File: config.mk
export PLATFORM = sky130hd
export DESIGN_NAME = gpc_share_arb
export DESIGN_NICKNAME = d
export VERILOG_FILES = /design/src/rtl/gpc_share_pkg.sv /design/src/rtl/gpc2135_5.sv /design/src/rtl/gpc_share_arb_rr_arbiter.sv /design/src/rtl/gpc_share_arb.sv
export SDC_FILE = /design/constraint.sdc
export NUM_CORES = 1
export LEC_CHECK = 0
export CAP_MARGIN = 20
export CORE_ASPECT_RATIO = 0.8
export CORE_MARGIN = 2
export CORE_UTILIZATION = 43
export CTS_CLUSTER_SIZE = 24
export DETAILED_ROUTE_END_ITERATION = 8
export HOLD_SLACK_MARGIN = 0.02
export PLACE_DENSITY = 0.77
export RECOVER_POWER = 25
export SYNTH_ARGS = -nofsm -noshare
export SYNTH_HDL_FRONTEND = slang
export SYNTH_SLANG_ARGS = --single-unit
File: constraint.sdc
create_clock -name clk -period 3.2 [get_ports clk]
set_input_delay 0.48 -clock clk [delete_from_list [all_inputs] [get_ports clk]]
set_output_delay 0.48 -clock clk [all_outputs]
set_load 0.02 [all_outputs]
File: src/rtl/gpc_share_pkg.sv
// Shared constants and operand packet layout for the shared gpc2135_5 arbiter.
package gpc_share_pkg;

   localparam int unsigned SRC0_W = 5;
   localparam int unsigned SRC1_W = 3;
   localparam int unsigned SRC2_W = 1;
   localparam int unsigned SRC3_W = 2;
   localparam int unsigned PKT_W  = 11;
   localparam int unsigned SUM_W  = 5;

   // Bit order matches the requester packet slice: {src3, src2, src1, src0}
   typedef struct packed {
      logic [SRC3_W-1:0] src3;
      logic [SRC2_W-1:0] src2;
      logic [SRC1_W-1:0] src1;
      logic [SRC0_W-1:0] src0;
   } gpc_pkt_t;

endpackage

File: src/rtl/gpc2135_5.sv
// Generalized parallel counter (2,1,3,5;5): weighted popcount of four rank groups.
module gpc2135_5 (
   input  logic [4:0] src0,
   input  logic [2:0] src1,
   input  logic       src2,
   input  logic [1:0] src3,
   output logic [4:0] sum
);

   logic [2:0] cnt0;
   logic [1:0] cnt1;
   logic [1:0] cnt3;

   always_comb begin
      cnt0 = 3'(src0[0]) + 3'(src0[1]) + 3'(src0[2]) + 3'(src0[3]) + 3'(src0[4]);
      cnt1 = 2'(src1[0]) + 2'(src1[1]) + 2'(src1[2]);
      cnt3 = 2'(src3[0]) + 2'(src3[1]);
   end

   // Max 5 + 6 + 4 + 16 = 31, so 5 bits never overflow
   assign sum = 5'(cnt0) + {2'b00, cnt1, 1'b0} + {2'b00, src2, 2'b00} + {cnt3, 3'b000};

endmodule

File: src/rtl/gpc_share_arb_rr_arbiter.sv
// Round-robin arbiter: grants the first set request at or above ptr, wrapping modulo NREQ.
module rr_arbiter #(
   parameter int unsigned NREQ = 4,
   parameter int unsigned ID_W = $clog2(NREQ)
) (
   input  logic [NREQ-1:0] req,
   input  logic [ID_W-1:0] ptr,
   input  logic            en,
   output logic [NREQ-1:0] gnt,
   output logic [ID_W-1:0] next_ptr
);

   int unsigned idx;
   logic        found;

   always_comb begin
      gnt      = '0;
      next_ptr = ptr;
      found    = 1'b0;
      idx      = 0;
      for (int unsigned k = 0; k < NREQ; k++) begin
         idx = (32'(ptr) + k) % NREQ;
         if (en && !found && req[ID_W'(idx)]) begin
            found            = 1'b1;
            gnt[ID_W'(idx)]  = 1'b1;
            next_ptr         = (idx == NREQ - 1) ? '0 : ID_W'(idx + 1);
         end
      end
   end

endmodule

File: src/rtl/gpc_share_arb.sv
// Shares one gpc2135_5 among NREQ requesters via a round-robin grant and a 2-stage pipeline.
// Optional per-requester accumulation of sums is enabled by defining GPC_SHARE_ACC_EN.
module gpc_share_arb
   import gpc_share_pkg::*;
#(
   parameter int unsigned NREQ  = 4,
   parameter int unsigned ID_W  = $clog2(NREQ),
   parameter int unsigned ACC_W = 12
) (
   input  logic                  clk,
   input  logic                  rst_n,
   input  logic [NREQ-1:0]       req_i,
   input  logic [NREQ*PKT_W-1:0] pkt_i,
   output logic [NREQ-1:0]       ack_o,
   output logic                  rsp_valid_o,
   input  logic                  rsp_ready_i,
   output logic [ID_W-1:0]       rsp_id_o,
`ifdef GPC_SHARE_ACC_EN
   input  logic [NREQ-1:0]       acc_clr_i,
   output logic [ACC_W-1:0]      rsp_sum_o
`else
   output logic [SUM_W-1:0]      rsp_sum_o
`endif
);

   if (NREQ < 2 || NREQ > 16 || ACC_W < SUM_W) begin : g_bad_cfg
      $error("gpc_share_arb: unsupported parameter set");
   end

   logic            s1_valid;
   logic [ID_W-1:0] s1_id;
   gpc_pkt_t        s1_pkt;
   logic            s2_valid;
   logic [ID_W-1:0] ptr;
   logic [ID_W-1:0] next_ptr;
   logic [NREQ-1:0] gnt;
   logic            gnt_any;
   logic [ID_W-1:0] gnt_id;
   gpc_pkt_t        gnt_pkt;
   logic [SUM_W-1:0] s1_sum;
   logic            adv1;
   logic            adv2;
   logic            load2;

   // Pipeline advance: S2 frees when empty or consumed, S1 frees when empty or moving on
   assign adv2    = !s2_valid || rsp_ready_i;
   assign adv1    = !s1_valid || adv2;
   assign load2   = adv2 && s1_valid;
   assign gnt_any = |gnt;

   rr_arbiter #(
      .NREQ (NREQ),
      .ID_W (ID_W)
   ) u_arb (
      .req      (req_i),
      .ptr      (ptr),
      .en       (adv1 && rst_n),
      .gnt      (gnt),
      .next_ptr (next_ptr)
   );

   assign ack_o = gnt;

   // One-hot grant to winner index and its packet
   always_comb begin
      gnt_id  = '0;
      gnt_pkt = '0;
      for (int unsigned i = 0; i < NREQ; i++) begin
         if (gnt[i]) begin
            gnt_id  = ID_W'(i);
            gnt_pkt = gpc_pkt_t'(pkt_i[i*PKT_W +: PKT_W]);
         end
      end
   end

   always_ff @(posedge clk or negedge rst_n) begin
      if (!rst_n) begin
         s1_valid <= 1'b0;
         s1_id    <= '0;
         s1_pkt   <= '0;
         ptr      <= '0;
      end else if (gnt_any) begin
         s1_valid <= 1'b1;
         s1_id    <= gnt_id;
         s1_pkt   <= gnt_pkt;
         ptr      <= next_ptr;
      end else if (adv2) begin
         s1_valid <= 1'b0;
      end
   end

   gpc2135_5 u_gpc (
      .src0 (s1_pkt.src0),
      .src1 (s1_pkt.src1),
      .src2 (s1_pkt.src2),
      .src3 (s1_pkt.src3),
      .sum  (s1_sum)
   );

`ifdef GPC_SHARE_ACC_EN
   logic [ACC_W-1:0] acc [NREQ];
   logic [ACC_W-1:0] acc_base;
   logic [ACC_W-1:0] acc_new;

   // A clear coinciding with an update restarts the total from this sum
   always_comb begin
      acc_base = acc_clr_i[s1_id] ? '0 : acc[s1_id];
      acc_new  = acc_base + ACC_W'(s1_sum);
   end

   always_ff @(posedge clk or negedge rst_n) begin
      if (!rst_n) begin
         for (int unsigned k = 0; k < NREQ; k++) acc[k] <= '0;
      end else begin
         for (int unsigned k = 0; k < NREQ; k++) begin
            if (load2 && s1_id == ID_W'(k)) begin
               acc[k] <= acc_new;
            end else if (acc_clr_i[k]) begin
               acc[k] <= '0;
            end
         end
      end
   end
`endif

   always_ff @(posedge clk or negedge rst_n) begin
      if (!rst_n) begin
         s2_valid  <= 1'b0;
         rsp_id_o  <= '0;
         rsp_sum_o <= '0;
      end else if (load2) begin
         s2_valid  <= 1'b1;
         rsp_id_o  <= s1_id;
`ifdef GPC_SHARE_ACC_EN
         rsp_sum_o <= acc_new;
`else
         rsp_sum_o <= s1_sum;
`endif
      end else if (rsp_ready_i) begin
         s2_valid  <= 1'b0;
      end
   end

   assign rsp_valid_o = s2_valid;

endmodule

==> results.cfg, run 1 <==
[outcome]
status = complete, but fails checks
violations = setup timing

[setup_path]
worstSetupEndpointType = flop
startpoint_type = flop
startpoint = s1_pkt[0]$_DFFE_PN0P_
crit_end = rsp_sum_o[3]$_DFFE_PN0P_
cp.arrival_ps = 3720
regToRegEndpoint = rsp_sum_o[3]$_DFFE_PN0P_
reg2reg_from = s1_pkt[0]$_DFFE_PN0P_
r2r_cells = 13
path_class = flop to flop
worst-path-max-fanout = 2
cp_data_required_time_ps = 3370
r2r_slack_ps = -360

[synthesis]
ys_seq_area_share_pct = 29.1
synth-warning-count = 0
ys_types = 38
syn_area_per_cell_sq_um = 9.58
ys_ff_latch = 24
ys.flop_type = dfrtp_1
syn-cell-area_sq_um = 2060
syn_nets = 283
async_reset_ff_share_pct = 100
syn_inst = 215
synth-edff-count = 0

[routing]
wl_per_cell_um = 16.3
drt_iter0_markers = 180
num_vias = 1959
drc = 0
wl_um = 5740
drt_first_pass_iters = 4
antenna_left = 0
vias_per_cell = 5.57

[clocking]
cts_tree = built
cts_buffer_depth = 2
clk_latency_ps = 270
clkTransAtPathRegs_ps = 90
cts-root-buf = clkbuf_8
cts.sinks = 24
h-tree-depth = 1
cts_buffers = 3

[sta]
rsz0062_at_grt = yes
tightest_slew_ps = 1320
finalWorstSetupSlack_ps = -359
finalCritPeriodShare_pct = 111
hold_viol_final = 0
post-route-min-period_ps = 3560
skew_ps = 4.43
report.final.slew_viol_count = 0
max_freq_ghz = 0.281
relSlewSlack_pct = 11.8
setup_violations = 3

[floorplanning]
row_count = 22
fp.coreArea_sq_um = 4600
die_h_um = 65.9
ios = 63
die_x_um = 81.4
start_util_pct = 44.8
die_area_sq_um = 5370

[power]
p_clk_share_pct = 7.7
switching_share_pct = 43.6
ir_worst_vdd_mv = 0.618
finalPower_mw = 3.51
comb_power_share_pct = 75.9
leakage_nw = 1.34
power_density_nw_per_um2 = 1190
p_switching_mw = 1.53
seqPwrFrac_pct = 16.4
power.internal_mw = 1.98

[global_route]
grt_pass1_vias = 1888
track_usage_pct = 22.8
grt_pass1_wl_um = 9270
antenna_found_initial = 0
grt_start_max_net_pins = 26
overflow = 0

[place]
port_buffers = 62
routabilityCongestion = 0.881
dp_hpwl_um = 4520
dp.cells = 347

[cells_and_area]
drive_gt1_share_pct = 20.9
antenna_cells = 0
syn2layout_area_growth_pct = 43.4
fin_nets = 361
fin_cells = 352

[min_path]
hold_class = flop to flop

[flow_run]
cap_violations = 0
==> synth_stat cells (4+ instances only) <==
master | number | area (sq um)
nor3_2 | 4 | 40.0
nand2b_1 | 6 | 37.5
ha_1 | 12 | 150
o311ai_1 | 4 | 35.0
o31ai_1 | 11 | 82.6
fa_1 | 5 | 100
o311ai_0 | 7 | 61.3
nand3b_1 | 5 | 37.5
nor2_1 | 14 | 52.6
a21oi_1 | 19 | 95.1
buf_2 | 5 | 25.0
clkbuf_1 | 5 | 18.8
inv_1 | 38 | 143
mux2_2 | 6 | 67.6
a221oi_1 | 4 | 35.0
nand2_1 | 8 | 30.0
dfrtp_1 | 24 | 601
mux4_2 | 4 | 90.1
a221oi_2 | 9 | 135
==> flip-flops by register name (all words and copies together) (netlist names) <==
signal       cells
ptr              2
rsp_id_o         2
rsp_sum_o        5
rsp_valid_o      1
s1_id            2
s1_pkt          11
s1_valid         1
==> metrics by stage <==
stage | area (sq um) | TNS [ps] | utilization [%] | hold slack (ps) | setup WS [ps]
after CTS | 2950 | -561 | 64.2 | 502 | -351
after floorplan | 2060 | -310 | - | 184 | -198
after detailed placement | 2860 | -1000 | 62.3 | 476 | -396
final | 2960 | -615 | 64.3 | 499 | -359
after global routing | 2960 | -1090 | 64.3 | 533 | -503
after global placement | 2860 | -555 | 62.3 | 467 | -231
==> worst max-delay path, cell delays in order (launching register included) <==
cell     delay, ps
dfrtp_1        390
ha_1           310
inv_2           60
fa_1           400
inv_1           70
ha_2           160
inv_2           40
fa_1           480
inv_1           50
ha_2           170
fa_1           540
ha_4           140
fa_2           410
mux2_2         270
==> power by group through the flow <==
stage / Clock (mW) / Combinational (mW) / Sequential [mW]
finish: 0.270 / 2.66 / 0.576
detailed placement: 0 / 2.53 / 0.579
floorplan: 0 / 1.69 / 0.632
global route: 0.287 / 2.94 / 0.593
CTS: 0.273 / 2.60 / 0.575
global placement: 0 / 2.41 / 0.569
==> per-layer routing <==
metal | track usage, % | share of wire (%) | wire (um) | vias up
met5 | 0 | 0 | 0 | -
met4 | 3.60 | 0.73 | 42 | 0
met3 | 4.64 | 6.0 | 344 | 6
met2 | 35.8 | 46 | 2620 | 78
met1 | 32.8 | 48 | 2730 | 944
li1 | - | - | - | 931
==> cell type report <==
cell class / instances / area (sq um)
Multi-Input combinational cell: 140 / 1270
Tap cell: 60 / 75.1
Clock buffer: 3 / 41.3
Inverter: 38 / 143
Timing Repair Buffer: 86 / 792
Clock inverter: 1 / 30.0
Fill cell: 380 / 1640
Sequential cell: 24 / 601
==> repair_timing <==
action	4_1_cts	5_1_grt
pin swaps	1	1
gates cloned	0	0
resized for setup	8	4
hold buffers	0	0
setup endpoints to repair	7	3
buffers inserted	1	0
==> worst min-delay path by stage <==
stage,from,endpoint,slack (ps),cells past startpoint
floorplan,rst_n,ptr[0]$_DFFE_PN0P_,180,0
global placement,s1_valid$_DFFE_PN0P_,rsp_valid_o$_DFFE_PN0P_,470,1
detailed placement,s1_valid$_DFFE_PN0P_,rsp_valid_o$_DFFE_PN0P_,480,1
CTS,s1_valid$_DFFE_PN0P_,rsp_valid_o$_DFFE_PN0P_,500,1
global route,rsp_id_o[1]$_DFFE_PN0P_,rsp_id_o[1]$_DFFE_PN0P_,530,1
finish,s1_valid$_DFFE_PN0P_,rsp_valid_o$_DFFE_PN0P_,500,1
==> cell usage in the layout, fill, tap and decap left out, types with 6 or more instances in the layout <==
master           Yosys  layout
clkdlybuf4s50_1      0      56
inv_1               38      36
dfrtp_1             24      24
buf_4                1      23
a21oi_1             19      19
nor2_1              14      14
o31ai_1             11      11
a221oi_2             9       9
ha_1                12       9
nand2_1              8       8
o311ai_0             7       7
nand2b_1             6       6
==> kinds of logic (layout without fill, tap and decap cells) <==
group | Yosys count | after routing | synth area share, %
flip-flops | 24 | 24 | 29.1
AO/OA/AOI/OAI | 61 | 61 | 24.3
adder cells (fa/ha/maj) | 17 | 17 | 12.1
multiplexers | 13 | 13 | 9.11
XOR/XNOR | 2 | 2 | 0.850
AND/OR/NAND/NOR | 47 | 47 | 13.9
buffers and inverters | 51 | 128 | 10.5
No activity file was read; power rests on OpenSTA's default activity.
==> run 2, diff against run 1 <==
--- a/config.mk
+++ b/config.mk
@@ -11,6 +11,7 @@
 export CORE_UTILIZATION = 43
 export CTS_CLUSTER_SIZE = 24
 export DETAILED_ROUTE_END_ITERATION = 8
+export GPL_ROUTABILITY_DRIVEN = 0
 export HOLD_SLACK_MARGIN = 0.02
 export PLACE_DENSITY = 0.77
 export RECOVER_POWER = 25
==> results of run 2 <==
No change in the layout: final DEF, timing and power equal those of run 1.
==> run 3, diff against run 2 <==
--- a/config.mk
+++ b/config.mk
@@ -15,6 +15,7 @@
 export HOLD_SLACK_MARGIN = 0.02
 export PLACE_DENSITY = 0.77
 export RECOVER_POWER = 25
+export SKIP_LAST_GASP = 1
 export SYNTH_ARGS = -nofsm -noshare
 export SYNTH_HDL_FRONTEND = slang
 export SYNTH_SLANG_ARGS = --single-unit
==> results of run 3 <==
No change in the layout: final DEF, timing and power equal those of run 1.
